==> config.mk <==
export PLATFORM = sky130hd
export DESIGN_NAME = instruction_fetch_queue
export DESIGN_NICKNAME = d
export VERILOG_FILES = /design/src/rtl/instruction_fetch_queue.sv
export SDC_FILE = /design/constraint.sdc
export NUM_CORES = 1
export LEC_CHECK = 0
export ABC_AREA = 0
export CORE_UTILIZATION = 55
export DETAILED_ROUTE_END_ITERATION = 6
export GPL_TIMING_DRIVEN = 0
export PLACE_DENSITY = 0.76
export SLEW_MARGIN = 20
export SYNTH_ARGS = -nofsm -noshare
export SYNTH_HDL_FRONTEND = slang
export SYNTH_SLANG_ARGS = --single-unit
export TNS_END_PERCENT = 10
==> constraint.sdc <==
create_clock -name clk -period 5.3 [get_ports clk]
set_clock_uncertainty 0.15 [all_clocks]
set_input_delay 1.06 -clock clk [delete_from_list [all_inputs] [get_ports clk]]
set_output_delay 1.06 -clock clk [all_outputs]
set_load 0.05 [all_outputs]
==> src/rtl/instruction_fetch_queue.sv <==
// Block fetcher feeding a circular instruction queue drained one entry per cycle to the decoder.
// Optional performance counters are compiled in when IFQ_PERF_CTR_EN is defined.
module instruction_fetch_queue #(
  parameter int unsigned FETCH_WIDTH = 2,
  parameter int unsigned QUEUE_DEPTH = 8,
  parameter logic [31:0] RESET_PC    = 32'h0000_0060,
  localparam int unsigned READ_WIDTH = 32 * FETCH_WIDTH
) (
  input  logic                           clk,
  input  logic                           rst,
  input  logic                           fls,
  input  logic [31:0]                    flush_pc_i,
  input  logic [READ_WIDTH-1:0]          mem_rdata_i,
  input  logic                           mem_resp_i,
  output logic [31:0]                    mem_address_o,
  output logic                           mem_read_o,
  output logic                           inst_valid_o,
  output logic [31:0]                    inst_o,
  output logic [31:0]                    inst_pc_o,
  input  logic                           decoder_rdy_i,
  output logic [$clog2(QUEUE_DEPTH):0]   count_o
`ifdef IFQ_PERF_CTR_EN
  ,
  output logic [31:0]                    fetch_cnt_o,
  output logic [31:0]                    discard_cnt_o
`endif
);

  localparam int unsigned OFF = $clog2(FETCH_WIDTH) + 2;
  localparam int unsigned PW  = $clog2(QUEUE_DEPTH);
  localparam int unsigned CW  = PW + 1;
  localparam logic [31:0] BLOCK_MASK = ~((32'd1 << OFF) - 32'd1);

  typedef enum logic [1:0] {StIdle, StReq, StDiscard} state_e;

  state_e        state;
  logic [31:0]   fetch_pc;
  logic [31:0]   mem_address;
  logic          mem_read;
  logic [PW-1:0] head;
  logic [PW-1:0] tail;
  logic [CW-1:0] count;
  logic [31:0]   inst_mem [QUEUE_DEPTH];
  logic [31:0]   pc_mem   [QUEUE_DEPTH];

  logic          deq;
  logic          accept;
  logic [31:0]   fetch_k;
  logic [31:0]   count_after;
  logic          issue_ok;
  logic [CW-1:0] enq_n;

  // Handshake, word offset inside the block, and room check against the post-dequeue count.
  always_comb begin
    deq         = (count != '0) && decoder_rdy_i;
    accept      = (state == StReq) && mem_resp_i && !fls;
    fetch_k     = (fetch_pc >> 2) & (FETCH_WIDTH - 1);
    count_after = 32'(count) - 32'(deq);
    issue_ok    = (32'(QUEUE_DEPTH) - count_after) >= (32'(FETCH_WIDTH) - fetch_k);
    enq_n       = accept ? CW'(32'(FETCH_WIDTH) - fetch_k) : '0;
  end

  // Queue storage: words k..FETCH_WIDTH-1 of an accepted block land at consecutive slots.
  always_ff @(posedge clk) begin
    if (accept) begin
      for (int unsigned i = 0; i < FETCH_WIDTH; i++) begin
        if (i >= fetch_k) begin
          inst_mem[tail + PW'(i - fetch_k)] <= mem_rdata_i[32*i +: 32];
          pc_mem[tail + PW'(i - fetch_k)]   <= mem_address + 32'(4 * i);
        end
      end
    end
  end

  // Fetch FSM, queue pointers and occupancy; flush wins over response and dequeue.
  always_ff @(posedge clk) begin
    if (rst) begin
      state       <= StIdle;
      fetch_pc    <= RESET_PC;
      mem_address <= '0;
      mem_read    <= 1'b0;
      head        <= '0;
      tail        <= '0;
      count       <= '0;
    end else begin
      if (fls) begin
        head     <= '0;
        tail     <= '0;
        count    <= '0;
        fetch_pc <= flush_pc_i;
      end else begin
        head  <= head + PW'(deq);
        tail  <= tail + enq_n[PW-1:0];
        count <= count + enq_n - CW'(deq);
      end

      case (state)
        StIdle: begin
          if (!fls && issue_ok) begin
            state       <= StReq;
            mem_read    <= 1'b1;
            mem_address <= fetch_pc & BLOCK_MASK;
          end
        end
        StReq: begin
          if (mem_resp_i) begin
            state    <= StIdle;
            mem_read <= 1'b0;
            if (!fls) fetch_pc <= mem_address + 32'(4 * FETCH_WIDTH);
          end else if (fls) begin
            // Request stays outstanding; its data must be swallowed.
            state <= StDiscard;
          end
        end
        StDiscard: begin
          if (mem_resp_i) begin
            state    <= StIdle;
            mem_read <= 1'b0;
          end
        end
        default: state <= StIdle;
      endcase
    end
  end

  // Head of queue and memory request outputs.
  always_comb begin
    inst_valid_o  = (count != '0);
    inst_o        = inst_mem[head];
    inst_pc_o     = pc_mem[head];
    count_o       = count;
    mem_address_o = mem_address;
    mem_read_o    = mem_read;
  end

`ifdef IFQ_PERF_CTR_EN
  logic [31:0] fetch_cnt;
  logic [31:0] discard_cnt;

  // Accepted and dropped response counters; untouched by flush.
  always_ff @(posedge clk) begin
    if (rst) begin
      fetch_cnt   <= '0;
      discard_cnt <= '0;
    end else begin
      if (accept) fetch_cnt <= fetch_cnt + 32'd1;
      if (mem_resp_i && ((state == StReq && fls) || state == StDiscard)) begin
        discard_cnt <= discard_cnt + 32'd1;
      end
    end
  end

  assign fetch_cnt_o   = fetch_cnt;
  assign discard_cnt_o = discard_cnt;
`endif

endmodule

==> results of run 1 <==
## per-stage QoR
| step | hold WS [ps] | TNS, ps | utilization [%] | setup WS [ps] |
|---|---|---|---|---|
| floorplan | 286.5 | 0 | - | 960.5 |
| global placement | 293.1 | -500100 | 61.81 | -1857 |
| detailed placement | 300.2 | 0 | 62.32 | 580.9 |
| CTS | 309.0 | 0 | 66.20 | 40.03 |
| global route | 336.7 | -269.1 | 66.21 | -36.31 |
| finish | 308.3 | 0 | 66.23 | 73.60 |
## power groups by stage
stage / sequential [mW] / combinational, mW / clock (mW)
after floorplan: 5.36 / 1.51 / 0
after global placement: 5.20 / 2.40 / 0
after detailed placement: 5.20 / 2.45 / 0
after CTS: 5.11 / 2.47 / 4.20
after global routing: 5.12 / 2.64 / 4.35
final: 5.11 / 2.47 / 4.16
## sequential cells by signal (all words and copies together), names as in the netlist
signal / flops
head: 3
state: 2
pc_mem: 240
tail: 3
count_o: 4
mem_address_o: 29
mem_read_o: 1
inst_mem: 256
fetch_pc: 30
## repair_timing
| action | 4_1_cts | 5_1_grt |
|---|---|---|
| hold buffers | 0 | 0 |
| endpoints found under the setup margin | 47 | 21 |
| hold endpoints to repair | 0 | 0 |
| gates resized for setup | 1 | 5 |
## layout by cell type, fill, tap and decap left out, drive strengths merged, types with 3 or more instances in the layout
cell / netlist / final
and2: 218 / 218
a211oi: 7 / 7
dfxtp: 80 / 80
and3: 7 / 7
a21oi: 37 / 37
o311ai: 4 / 4
inv: 19 / 20
nand2: 111 / 111
clkinv: 3 / 27
edfxtp: 488 / 488
nand2b: 9 / 9
xor2: 8 / 8
clkbuf: 85 / 157
a221oi: 4 / 4
buf: 61 / 70
xnor2: 23 / 23
a31oi: 3 / 3
mux2i: 30 / 30
or3: 5 / 5
nor3: 45 / 45
nor4: 7 / 7
clkinvlp: 0 / 4
nand3: 13 / 13
diode: 0 / 4
conb: 1 / 5
mux4: 124 / 124
clkdlybuf4s50: 0 / 194
nand4: 6 / 6
fa: 3 / 3
nor2b: 5 / 5
mux2: 318 / 318
o21ai: 23 / 23
bufinv: 0 / 7
ha: 21 / 21
o22ai: 5 / 5
and4: 4 / 4
nor2: 57 / 57
## layer usage
layer  vias to the layer above  share of wire [%]
met5                         -                  0
met2                       725                 50
met1                      8681                 40
met3                       142                7.2
met4                         0                2.8
li1                       7554                  -
## area by class of cell
| class | count | area (sq um) | area share [%] |
|---|---|---|---|
| inverter | 22 | 82.58 | 0.2531 |
| antenna | 4 | 10.01 | 0.03068 |
| sequential | 568 | 16260 | 49.83 |
| buffer | 146 | 740.7 | 2.271 |
| tap | 664 | 830.8 | 2.547 |
| clock inverter | 36 | 366.6 | 1.124 |
| multi-input combinational | 1123 | 10630 | 32.59 |
| clock buffer | 72 | 1545 | 4.737 |
| timing repair buffer | 203 | 2160 | 6.620 |
## worst reg2reg max path, cell delays in order, from the launching register on
cell and delay (ps):
dfxtp_1 630, inv_1 200, ha_1 250, ha_1 270, clkbuf_1 230, nor3_1 220, a21oi_1 120, nor2_1 660
buf_4 610, buf_16 330
## worst paths after layout
check             slack, ps                        endpoint
setup / recovery         70                    inst_pc_o[6]
hold / removal          310  mem_address_o[17]$_SDFFE_PP0P_
setup reg to reg       1240        inst_mem[5][4]$_DFFE_PP_
hold reg to reg         310  mem_address_o[17]$_SDFFE_PP0P_
## cell families (layout without fill, tap and decap cells)
group,after synthesis,in the layout
compound gates,97,97
other cells,1,9
xor+xnor,32,32
simple gates,493,493
mux,472,472
flops,568,568
buf+inv,168,479
fa+ha+maj,24,24
## cells in the mapped netlist, drive strengths merged, types with 2 or more instances
library cell	count	area, sq um
inv	19	71.31
or2	2	12.51
xnor2	23	209.0
a211o	2	17.52
clkinv	3	11.26
a221oi	4	35.03
o22ai	5	31.28
o31a	2	17.52
and3	7	43.79
mux2	318	3581
nand4	6	58.80
clkbuf	85	319.1
nand2b	9	56.30
mux2i	30	300.3
o21ai	23	115.1
nor4	7	58.81
ha	21	262.8
a21o	2	15.01
and2	218	1364
a211oi	7	62.56
xor2	8	77.58
nor3	45	245.2
dfxtp	80	1602
a21oi	37	185.2
nand3	13	65.06
fa	3	60.06
nand2	111	419.2
o311ai	4	35.03
o21a	2	15.01
a31oi	3	18.77
and4	4	35.03
or3	5	36.28
mux4	124	2793
edfxtp	488	14650
buf	61	385.4
nor2b	5	31.28
nor2	57	234.0
==> results.md, run 1 <==
* Core box area at 0.04925 sq mm
* Crit Path Max Fanout at 10
* Synth Cell Area at 0.02766 sq mm
* Synth Area in Adders at 1.167%
* Setup CP Type: flip-flop to output pin
* Final nets at 2,247
* Critical R2R Launch: fetch_pc[2]$_SDFF_PP0_
* Clk buf depth at 3
* First-pass GRT wire length at 105.7 mm
* Mapped Cells at 1,855
* HP Class: flip-flop to flip-flop
* Gr ovfl total at 0
* Slowest library cell on the worst path: clkdlybuf4s50_1
* Max cap viols at 0
* Vias in the first global route at 17,710
* # Post-CTS Setup Buffers at 0
* Post-synthesis sequential area ratio at 58.77%
* Crit path from: head[1]$_SDFF_PP0_
* Critical-path cell list: buf_2 > clkbuf_1 > clkbuf_1 > mux4_2 > mux2_2 > clkdlybuf4s50_1
* # IOs at 203
* Critical path's largest stage delay at 710 ps
* First drt pass iteration count at 5
* Max IR drop VDD at 0.3967 mV
* Crit. End Element: output pin
* Final hold viol count at 0
* Final setup viols at 0
* Min Clock Period, post-route at 5226 ps
* Starting DRC count in detailed routing at 1,576
* Inst Count DP at 2,726
* Worst Path Buf+Inv at 4
* Slew @ Worst Pin at 881.4 ps
* DR DRC count at 0
* Met1 Usage GRT at 37.78%
* GRT busiest layer: met2
* Initial antenna violation count at 1
* Via density at 6.026
* Drt wl/cell at 24.83 um
* Reg2Reg Depth at 9
* Part of the cycle the worst path needs at 98.61%
* Worst EP required at 4090 ps
* Synth Area in Compound Gates at 2.181%
* Routability congestion estimate at 0.8910
* Share of synthesized flip-flops with an asynchronous set or reset at 0%
* Clk sinks at 568
* Flop pwr share at 43.5%
* Post-route insts no fill at 2,838
* Total CTS buffers at 58
* Post-Synth Simple-Gate Area at 9.772%
* Hold Path Origin: fetch_pc[17]$_SDFF_PP0_
* Largest net degree at the start of global routing at 46
* Clk slew on worst S/H paths at 60 ps
* DR vias at 17,100
* Warnings from Yosys at 0
* Synth cell types at 65
* Internal at 8.394 mW
* CP delay by family, top: buffers and inverters
* Worst Hold Depth at 2
* EDFF count, synth at 488
* Crit start category: flip-flop
* Logic pwr share at 21.1%
* Slew headroom at 41.24%
* Root Buffer: clkbuf_16
* Power per standard cell area at 360.1 mW/mm^2
* Stages on the worst setup path at 6
* CTS tree: yes
* Synthesis-stage register bit count at 568
* Max Fclk at 191.3 MHz
* Met2 Usage GRT at 47.38%
* Dpl cell area at 0.03070 sq mm
* Hpwl dp at 44.86 mm
* Port Buffers at 194
* Pwr Total at 11.75 mW
* Net Switching at 3.352 mW
* Die width at 226.2 um
* Met3 usage at 4.228%
* Post-DRT Antenna Nets at 0
* Die Y-Extent at 226.2 um
* Tot GR Track Use at 28.23%
* Die area at 0.05119 sq mm
* Post-synthesis mux area share at 24.13%
* Routed wire length at 70.47 mm
* RSZ-0062 raised after global routing: yes
* Area grow syn2layout at 17.95%
* H-tree Lvls at 2
* # fillers at 3,525
* Clock latency on the worst-skew pair at 620 ps
* Leak at 10.56 nW
* Worst path most repeated cell: clkbuf_1
* Avg Synthesized Cell Area at 14.91 sq um
* Clk pwr share at 35.4%
* Sw Ratio at 28.54%
* Arrival time worst endpoint at 4020 ps
* Final Cell Area at 0.03262 sq mm
* Starting Density at 56.15%
* Outcome: completed
* Share of cells above drive strength 1 at 28.99%
* Xor/xnor share of the synthesized area at 1.117%
* Largest family of logic cells by synthesized area: multiplexers
* Post-synth top flop: edfxtp_1
* # rows at 81
* Slew Limit Fails at 0
No activity file was read; power rests on OpenSTA's default activity.
==> run 2, diff against run 1 <==
--- a/config.mk
+++ b/config.mk
@@ -6,10 +6,13 @@
 export NUM_CORES = 1
 export LEC_CHECK = 0
 export ABC_AREA = 0
+export ABC_CLOCK_PERIOD_IN_PS = 5300
+export CORE_ASPECT_RATIO = 0.75
 export CORE_UTILIZATION = 55
 export DETAILED_ROUTE_END_ITERATION = 6
 export GPL_TIMING_DRIVEN = 0
 export PLACE_DENSITY = 0.76
+export SKIP_CTS_REPAIR_TIMING = 1
 export SLEW_MARGIN = 20
 export SYNTH_ARGS = -nofsm -noshare
 export SYNTH_HDL_FRONTEND = slang
==> run 2 against run 1 <==
  * The run now ends with DRC left
  * Critical endpoint is now inst_pc_o[26]
  * Register-to-register slack lost 170 ps
  * Combinational power is essentially flat
  * Via count shrank 0.57%
==> results.md, run 2 (same netlist as run 1, synthesis figures left out) <==
* Routability congestion estimate at 0.8830 (was 0.8910)
* HP Class: flip-flop to flip-flop (unchanged)
* Root Buffer: clkbuf_16 (unchanged)
* # fillers at 3,437 (was 3,525)
* Area grow syn2layout at 17.44% (was 17.95%)
* Arrival time worst endpoint at 3950 ps (was 4020 ps)
* Post-DRT Antenna Nets at 0 (unchanged)
* Max cap viols at 0 (unchanged)
* Drt wl/cell at 24.96 um (was 24.83 um)
* Part of the cycle the worst path needs at 97.38% (was 98.61%)
* Leak at 10.49 nW (was 10.56 nW)
* # IOs at 203 (unchanged)
* Sw Ratio at 28.77% (was 28.54%)
* Min Clock Period, post-route at 5161 ps (was 5226 ps)
* Starting DRC count in detailed routing at 1,691 (was 1,576)
* Clk buf depth at 3 (unchanged)
* Share of cells above drive strength 1 at 28.58% (was 28.99%)
* Largest net degree at the start of global routing at 43 (was 46)
* Final nets at 2,243 (was 2,247)
* Met3 usage at 5.775% (was 4.228%)
* Worst path most repeated cell: clkbuf_1 (unchanged)
* Clk slew on worst S/H paths at 70 ps (was 60 ps)
* Crit. End Element: output pin (unchanged)
* Worst Path Buf+Inv at 4 (unchanged)
* Routed wire length at 70.24 mm (was 70.47 mm)
* # rows at 70 (was 81)
* Slew headroom at 37.32% (was 41.24%)
* Core box area at 0.04922 sq mm (was 0.04925 sq mm)
* Met2 Usage GRT at 43.38% (was 47.38%)
* Pre-CTS WS at 598.7 ps (was 580.9 ps)
* Total CTS buffers at 55 (was 58)
* First-pass GRT wire length at 105.0 mm (was 105.7 mm)
* Clk sinks at 568 (unchanged)
* DR DRC count at 22 (was 0)
* Die area at 0.05120 sq mm (was 0.05119 sq mm)
* CTS tree: yes (unchanged)
* Die Y-Extent at 196.2 um (was 226.2 um)
* Setup CP Type: flip-flop to output pin (unchanged)
* Tot GR Track Use at 27.78% (was 28.23%)
* Slew Limit Fails at 0 (unchanged)
* Internal at 8.250 mW (was 8.394 mW)
* Clock latency on the worst-skew pair at 610 ps (was 620 ps)
* Critical path's largest stage delay at 800 ps (was 710 ps)
* Flop pwr share at 44.1% (was 43.5%)
* Commonest non-fill, non-tap cells in the layout: edfxtp_1 (488), mux2_2 (316), and2_1 (218), clkdlybuf4s50_1 (194), mux4_2 (124) (unchanged)
* Slew @ Worst Pin at 940.2 ps (was 881.4 ps)
* DR vias at 17,000 (was 17,100)
* Worst Hold Slack at 310.1 ps (was 308.3 ps)
* Power per standard cell area at 356.6 mW/mm^2 (was 360.1 mW/mm^2)
* Slowest library cell on the worst path: clkdlybuf4s50_1 (unchanged)
* Gr ovfl total at 0 (unchanged)
* Final hold viol count at 0 (unchanged)
* Port Buffers at 194 (unchanged)
* Outcome: complete, but fails checks (was completed)
* Largest register FFs at 256 (unchanged)
* CP delay by family, top: buffers and inverters (unchanged)
* Max IR drop VDD at 0.4431 mV (was 0.3967 mV)
* Vias in the first global route at 17,070 (was 17,710)
* Failing checks: DRC
* Max Fclk at 193.7 MHz (was 191.3 MHz)
* Logic pwr share at 21.5% (was 21.1%)
* Initial antenna violation count at 1 (unchanged)
* GRT busiest layer: met2 (unchanged)
* Clk pwr share at 34.4% (was 35.4%)
* Largest Register: inst_mem (unchanged)
* Hpwl dp at 45.57 mm (was 44.86 mm)
* H-tree Lvls at 2 (unchanged)
* Via density at 6.043 (was 6.026)
* Starting Density at 56.19% (was 56.15%)
* RSZ-0062 raised after global routing: no (was yes)
* Critical-path cell list: buf_2 > clkbuf_1 > clkbuf_1 > mux4_2 > mux2_2 > clkdlybuf4s50_1 (unchanged)
* Largest regs: inst_mem: 256 flops, pc_mem: 240 flops, fetch_pc: 30 flops (unchanged)
* Slack of the critical path at 138.7 ps (was 73.60 ps)
* Commonest non-fill, non-tap cell in the layout: edfxtp_1 (unchanged)
* Crit Path Max Fanout at 10 (unchanged)
* First drt pass iteration count at 7 (was 5)
* Met1 Usage GRT at 40.05% (was 37.78%)
* Net Switching at 3.332 mW (was 3.352 mW)
* Worst EP required at 4090 ps (about the same)
* Final setup viols at 0 (unchanged)
* Die width at 260.9 um (was 226.2 um)
* Crit start category: flip-flop (unchanged)
[run 2: cell count changes in the layout (fill, tap and decap cells not counted), moves of 2 or more]
| cell | change |
|---|---|
| buf_4 | +2 |
| clkinv_2 | -6 |
| clkbuf_2 | -2 |
| clkbuf_16 | -2 |
| buf_6 | -2 |
| buf_16 | +3 |
| clkinv_1 | +2 |
| diode_2 | +3 |
| buf_12 | -4 |
[run 2: routing by layer]
| layer | up-vias | wire, um |
|---|---|---|
| met5 | - | 0 |
| met4 | 0 | 1447 |
| met2 | 784 | 32880 |
| met3 | 102 | 6454 |
| li1 | 7535 | - |
| met1 | 8583 | 29470 |
[run 2: final cells by class]
type	count	area [sq um]	area share (%)
antenna	7	17.52	0.05393
buffer	146	730.7	2.250
clock buffer	66	1470	4.526
clock inverter	32	321.6	0.9900
inverter	22	82.58	0.2542
multi-input combinational	1123	10630	32.73
sequential	568	16260	50.05
tap	648	810.8	2.496
timing repair buffer	202	2162	6.656
[run 2: final timing paths]
kind	from	endpoint	slack, ps	cells after the start
worst max-delay path	head[1]$_SDFF_PP0_	inst_pc_o[26]	140	6
worst min-delay path	fetch_pc[3]$_SDFF_PP0_	mem_address_o[3]$_SDFFE_PP0P_	310	2
worst max register to register	fetch_pc[2]$_SDFF_PP0_	inst_mem[3][15]$_DFFE_PP_	1070	9
worst min register to register	fetch_pc[3]$_SDFF_PP0_	mem_address_o[3]$_SDFFE_PP0P_	310	2
[run 2: worst register-to-register path, delay by kind of cell (launching register included)]
kind / cells / cell delay [ps]
AO/OA/AOI/OAI: 1 / 170
adder cells (fa/ha/maj): 2 / 520
buffers and inverters: 4 / 1570
flip-flops: 1 / 660
AND/OR/NAND/NOR: 2 / 810
[run 2: power groups by stage]
stage | Clock [mW] | Combinational, mW | Sequential (mW)
floorplan | 0 | 1.51 | 5.36
global placement | 0 | 2.41 | 5.20
detailed placement | 0 | 2.47 | 5.20
CTS | 4.01 | 2.48 | 5.10
global route | 4.18 | 2.63 | 5.12
finish | 3.99 | 2.49 | 5.11
[run 2: through the flow]
stage          instances  instance area (sq um)  setup TNS, ps  power (mW)  util (%)
2_1_floorplan       1859                  27670              0       6.870         -
3_3_place_gp        2701                  30430        -504210       7.612     61.81
3_5_place_dp        2709                  30670              0       7.671     62.31
4_1_cts             2807                  32460         -359.2       11.60     65.95
5_1_grt             2808                  32470              0       11.93     65.96
6_report            2814                  32480              0       11.58     65.99
